### src/rtl/combi_mode_ctrl.sv
// combi_mode_ctrl: sequences ARM <-> RISC-V mode switches for the combined
// pipeline. Once a switch request is accepted it stalls fetch and bubbles
// decode until the older instructions have drained. It then flips `arm`
// and resumes.
// Optional feature: define COMBI_SWITCH_CNT_EN to add the SwitchCount
// output, a saturating count of completed switches.
module combi_mode_ctrl #(
    parameter int unsigned DRAIN_CYCLES = 4,   // legal range 1..15
    parameter bit          RESET_ARM    = 1'b0
) (
    input  logic        clk,
    input  logic        reset,
    input  logic        SwitchReqF,
    input  logic        SwitchTargetF,
    input  logic        HoldP,
    input  logic        BranchTakenE,
    output logic        arm,
    output logic        StallF,
    output logic        FlushD,
    output logic        SwitchAck,
    output logic        SwitchAbort,
    output logic        Busy
`ifdef COMBI_SWITCH_CNT_EN
    ,
    output logic [15:0] SwitchCount
`endif
);

    typedef enum logic [1:0] {
        ST_RUN   = 2'd0,
        ST_DRAIN = 2'd1,
        ST_SWAP  = 2'd2
    } state_t;

    // The DRAIN phase ends on the cycle in which cnt is 0. Loading
    // DRAIN_CYCLES-1 therefore gives exactly DRAIN_CYCLES non-held cycles.
    localparam logic [3:0] CNT_INIT = 4'(DRAIN_CYCLES - 1);

    state_t     state;
    logic [3:0] cnt;
    logic       tgt;

    logic req_ok;
    logic accept;
    logic noop;

    // Qualify a fetch request. Requests are only considered in RUN while the
    // pipeline is not held.
    assign req_ok = (state == ST_RUN) && SwitchReqF && !HoldP;
    assign accept = req_ok && (SwitchTargetF != arm);
    assign noop   = req_ok && (SwitchTargetF == arm);

    // Output decode. In DRAIN and SWAP the outputs follow the state. In RUN
    // they follow the request, so fetch stalls in the same cycle.
    always_comb begin
        // NOTE: every output gets a default first so no path leaves one unassigned (no latch).
        StallF      = 1'b0;
        FlushD      = 1'b0;
        SwitchAck   = 1'b0;
        SwitchAbort = 1'b0;
        Busy        = 1'b0;
        unique case (state)
            ST_RUN: begin
                StallF    = accept;
                SwitchAck = noop;
            end
            ST_DRAIN: begin
                FlushD      = 1'b1;
                Busy        = 1'b1;
                // A taken older branch releases fetch at once so the redirect proceeds.
                StallF      = !BranchTakenE;
                SwitchAbort = BranchTakenE;
            end
            ST_SWAP: begin
                StallF    = 1'b1;
                FlushD    = 1'b1;
                Busy      = 1'b1;
                SwitchAck = 1'b1;
            end
            default: ;
        endcase
    end

    // Switch sequencer. Reset has priority over everything. `arm` only
    // changes on reset or when leaving SWAP.
    always_ff @(posedge clk) begin
        // NOTE: state registers use non-blocking assignments so every flop samples pre-edge values.
        if (reset) begin
            state <= ST_RUN;
            cnt   <= 4'd0;
            tgt   <= 1'b0;
            arm   <= RESET_ARM;
        end else begin
            unique case (state)
                ST_RUN: begin
                    if (accept) begin
                        tgt   <= SwitchTargetF;
                        cnt   <= CNT_INIT;
                        state <= ST_DRAIN;
                    end
                end
                ST_DRAIN: begin
                    if (BranchTakenE) begin
                        state <= ST_RUN;
                    end else if (!HoldP) begin
                        if (cnt == 4'd0) begin
                            state <= ST_SWAP;
                        end else begin
                            cnt <= cnt - 4'd1;
                        end
                    end
                end
                ST_SWAP: begin
                    arm   <= tgt;
                    state <= ST_RUN;
                end
                default: state <= ST_RUN;
            endcase
        end
    end

`ifdef COMBI_SWITCH_CNT_EN
    logic [15:0] switch_cnt;

    // Count completed switches. No-op acks and aborts never reach SWAP, so
    // they are not counted.
    always_ff @(posedge clk) begin
        if (reset) begin
            switch_cnt <= 16'd0;
        end else if ((state == ST_SWAP) && (switch_cnt != 16'hFFFF)) begin
            switch_cnt <= switch_cnt + 16'd1;
        end
    end

    assign SwitchCount = switch_cnt;
`endif

endmodule

### config.mk
export PLATFORM = sky130hd
export DESIGN_NAME = combi_mode_ctrl
export DESIGN_NICKNAME = d
export VERILOG_FILES = /design/src/rtl/combi_mode_ctrl.sv
export SDC_FILE = /design/constraint.sdc
export NUM_CORES = 1
export LEC_CHECK = 0
export ABC_AREA = 1
export CAP_MARGIN = 10
export CORE_UTILIZATION = 40
export DETAILED_ROUTE_END_ITERATION = 16
export PLACE_DENSITY_LB_ADDON = 0.08
export SLEW_MARGIN = 0
export SYNTH_ARGS = -nofsm -noshare
export SYNTH_HDL_FRONTEND = slang
export SYNTH_SLANG_ARGS = --single-unit
### constraint.sdc
create_clock -name clk -period 1.7 [get_ports clk]
set_input_delay 0.255 -clock clk [delete_from_list [all_inputs] [get_ports clk]]
set_output_delay 0.255 -clock clk [all_outputs]
set_load 0.05 [all_outputs]
======== Word-level counts from Yosys, hierarchy flattened ========
Cells that the tools add are included.
cells by class
  mux-type cells .......................... 14
  reduce and logical (&&, ||, !) cells .... 13
  equality and inequality tests ........... 10
  add/subtract/negate cells ............... 1
operators with widths
  operator                                                            count
  4-bit two-way mux                                                   4
  2-bit two-way mux                                                   4
  2-bit inequality test, second input constant                        4
  4-bit one-hot mux with 2 select lines                               1
  3-bit inequality test, second input constant                        2
  5-bit AND reduction                                                 1
  1-bit logical AND                                                   4
  4-bit zero test                                                     1
  2-bit one-hot mux with 2 select lines                               1
  4-bit by 1-bit subtractor with 4-bit output, second input constant  1
  1-bit one-hot mux with 3 select lines                               1
  3-bit AND reduction                                                 1
  2-bit by 1-bit == test with 1-bit output, second input constant     1
  2-bit == test, second input constant                                1
  1-bit zero test                                                     2
  2-bit zero test                                                     1
  1-bit two-way mux                                                   2
  1-bit one-hot mux with 2 select lines                               1
  2-bit AND reduction                                                 1
  2-bit nonzero test                                                  1
  2-bit OR reduction                                                  1
  1-bit == test                                                       1
  1-bit inequality test                                               1
word-level totals
  bits in registers ....................... 8
  output and inout port bits .............. 6

======== Logic depth before layout (Yosys ltp) ========
  depth in word-level cells ............... 6
  gate-level depth with buffers ........... 9
  mapped depth without buffers ............ 9

======== Least setup slack after synthesis ========
No wires, ideal clock.
  kind .................................... flip-flop to output port
  start point ............................. register arm
  end point ............................... output SwitchAck
  cell stages (with the launch flop) ...... 5
  setup slack ............................. -0.612 ns
  data required time ...................... 1.445 ns
  data arrival time ....................... 2.057 ns
  cell sequence ........................... dfxtp_1 -> inv_1 -> nand2_1 -> nand2_1 -> o31ai_1
between the ends
  longest elaborated chain between the ends .. 3
RTL lines
  item                                   line  RTL
  from (decl)                            17    output logic arm,
  from (signal assigned)                 114   arm <= tgt;
  1-bit == test                          51    assign noop = req_ok && (SwitchTargetF == arm);
  1-bit logical AND                      51
  1-bit one-hot mux with 2 select lines  62    unique case (state)
  to (decl)                              20    output logic SwitchAck,
No other way between the ends.

======== Worst setup path after layout ========
  start point ............................. input SwitchTargetF
  end point ............................... output SwitchAck
between the ends
  longest elaborated chain between the ends .. 3
RTL lines
  item                                   line  RTL
  from (decl)                            14    input logic SwitchTargetF,
  1-bit == test                          51
  1-bit logical AND                      51
  1-bit one-hot mux with 2 select lines  62
No other way between the ends.

==> metrics.txt <==
outcome finished clean; DRC Markers 0; fmax about 610 MHz; Ports 12; DP HPWL 842 um; Overflow after GRT 0; CTS tree yes; # hold bufs at CTS 0; Via-to-Cell Ratio between 4 and 5; initial antenna violation count 0; CP Cell Sequence clkdlybuf4s50_1 -> inv_1 -> nand2_1 -> nand2_1 -> o31ai_2 -> buf_12; CP endpoint kind output pin; sequential area share after synthesis between 20% and 30%; Post-Synthesis Cells 80; final worst slack between 60 and 70 ps; H-tree depth 1; number of synthesized register bits 8; largest net degree at the start of global routing 10; Critical Path Start Type input pin; synth top area cells dfxtp_1 (30%), nand2_1 (15%), ha_1 (14%); Setup Total Neg Slack 0 ps; Crit path required time around 1400 ps; DR iter-0 viols 12; Clock Path Buffers 2; # nets final 111; post-synth top area cell dfxtp_1; Clock Tree Root clkbuf_4; slowest stage delay, CP roughly 480 ps; 1st-pass router iterations 4; max_cap viols 0; design area a little under 800 um2; Avg Inst Size Synth about 6.7 um2; vias in the first global route 438; routability congestion estimate ~0.8; CTS Sinks 8; period utilization a little over nine tenths; global-route wire length before repair around 1800 um; final setup violating endpoints 0; fin. max-slew vios 0; final hold violations 0; area grow syn2layout 48.1%; DP Area 737 um2; ANT cells 0; syn_nets 92; Skew-Pair Late Insertion Delay 260 ps; overall global routing resource usage around 18%; pre-CTS setup slack roughly 64 ps; critical path's slowest cell clkdlybuf4s50_1; Tightest Pin Transition approximately 300 ps; placement row count 12; clock skew 8.65 ps; Die Wd 38.6 um; core region area 0.00117 mm2; Slew HR about four fifths; WP data arrival 1380 ps; Yosys top cell area share between 20% and 30%; clock-pin slew on the worst setup and hold paths ~50 ps; cell mode on critical path nand2_1; Worst Hold Class flop to flop; Post-Syn Area roughly 540 um2; CTS Buf Count 3; Antenna Violating Nets Remaining 0; RSZ-0062 raised after global routing no; Syn. warnings 0; DRT Wirelength around 1100 um; Crit Path Max Fanout 2; clock period minus worst slack ~1600 ps; Distinct cells, synth 16; Initial Utilization 45.7%; Routed WL per cell a little over 10 um; detailed-route via count 540; die height roughly 39 um; worst setup path category input pin to output pin; die area 0.00149 mm2; share of cells above drive strength 1 between 20 and 30%; PortBufs 11
[sequential cells by signal (all words and copies together), names as in the netlist]
name	cells
arm	1
tgt	1
cnt	4
state	2
[layer usage]
layer / wire length, um / track usage (%) / vias to the layer above
met2: 505 / 27.1 / 19
met4: 6 / 5.17 / 0
met5: 0 / 0 / -
met3: 103 / 8.67 / 2
met1: 525 / 23.1 / 232
li1: - / - / 287
[layout make-up]
type	count	area, um2
timing repair buffer	15	188
inverter	12	45.0
multi-input combinational	59	358
sequential	8	163
tap	14	17.5
clock buffer	3	22.5
fill	100	378
[Yosys cell counts]
cell type / instances
xnor2_1: 1
nand3_1: 7
a31oi_1: 1
o21ai_0: 1
a21oi_2: 1
nor2_1: 7
nand2_1: 22
a21oi_1: 7
inv_1: 12
nand2_2: 3
buf_4: 1
o21bai_1: 1
o31ai_1: 1
ha_1: 6
nor2_2: 1
dfxtp_1: 8
[cell families (layout without fill, tap and decap cells)]
family / after synthesis / in the layout / share of synthesized area, %
buf+inv: 13 / 30 / 9.81
simple gates: 40 / 40 / 31.5
compound gates: 12 / 12 / 13.1
fa+ha+maj: 6 / 6 / 14.0
xor+xnor: 1 / 1 / 1.64
flops: 8 / 8 / 29.9
[cell usage in the layout (no fill, tap or decap), drive strengths merged]
| cell | instances |
|---|---|
| a31oi | 1 |
| clkdlybuf4s50 | 5 |
| nand3 | 7 |
| inv | 12 |
| buf | 10 |
| dfxtp | 8 |
| nor2 | 8 |
| o21ai | 1 |
| clkbuf | 3 |
| xnor2 | 1 |
| o31ai | 1 |
| a21oi | 8 |
| ha | 6 |
| nand2 | 25 |
| o21bai | 1 |
[path summary, 6_finish.rpt]
check | start | to | slack (ps) | depth (start not counted)
setup / recovery | SwitchTargetF | SwitchAck | 70 | 6
hold / removal | cnt[0]$_SDFFE_PP0P_ | cnt[0]$_SDFFE_PP0P_ | 490 | 2
setup reg to reg | state[1]$_SDFFE_PP0P_ | state[0]$_SDFFE_PP0P_ | 250 | 10
hold reg to reg | cnt[0]$_SDFFE_PP0P_ | cnt[0]$_SDFFE_PP0P_ | 490 | 2
[critical path: cells and delay by family]
kind	cells	cell delay, ps
buf+inv	3	710
compound gates	1	280
simple gates	2	130
[metrics by stage]
| step | hold WS, ps | util [%] | instances |
|---|---|---|---|
| after CTS | 482 | 67.7 | 111 |
| final | 489 | 67.7 | 111 |
| after global routing | 508 | 67.7 | 111 |
| after floorplan | 324 | - | 80 |
| after global placement | 466 | 62.9 | 107 |
| after detailed placement | 475 | 62.9 | 107 |
[what timing repair did]
item                       4_1_cts  5_1_grt
resized for setup                8        0
pin swaps                        2        1
setup endpoints to repair        2        1
buffers inserted                 1        0
Power is left out: the tool's default activity adds up to more than one toggle a clock period on the data nets, which glitch-free logic cannot reach.
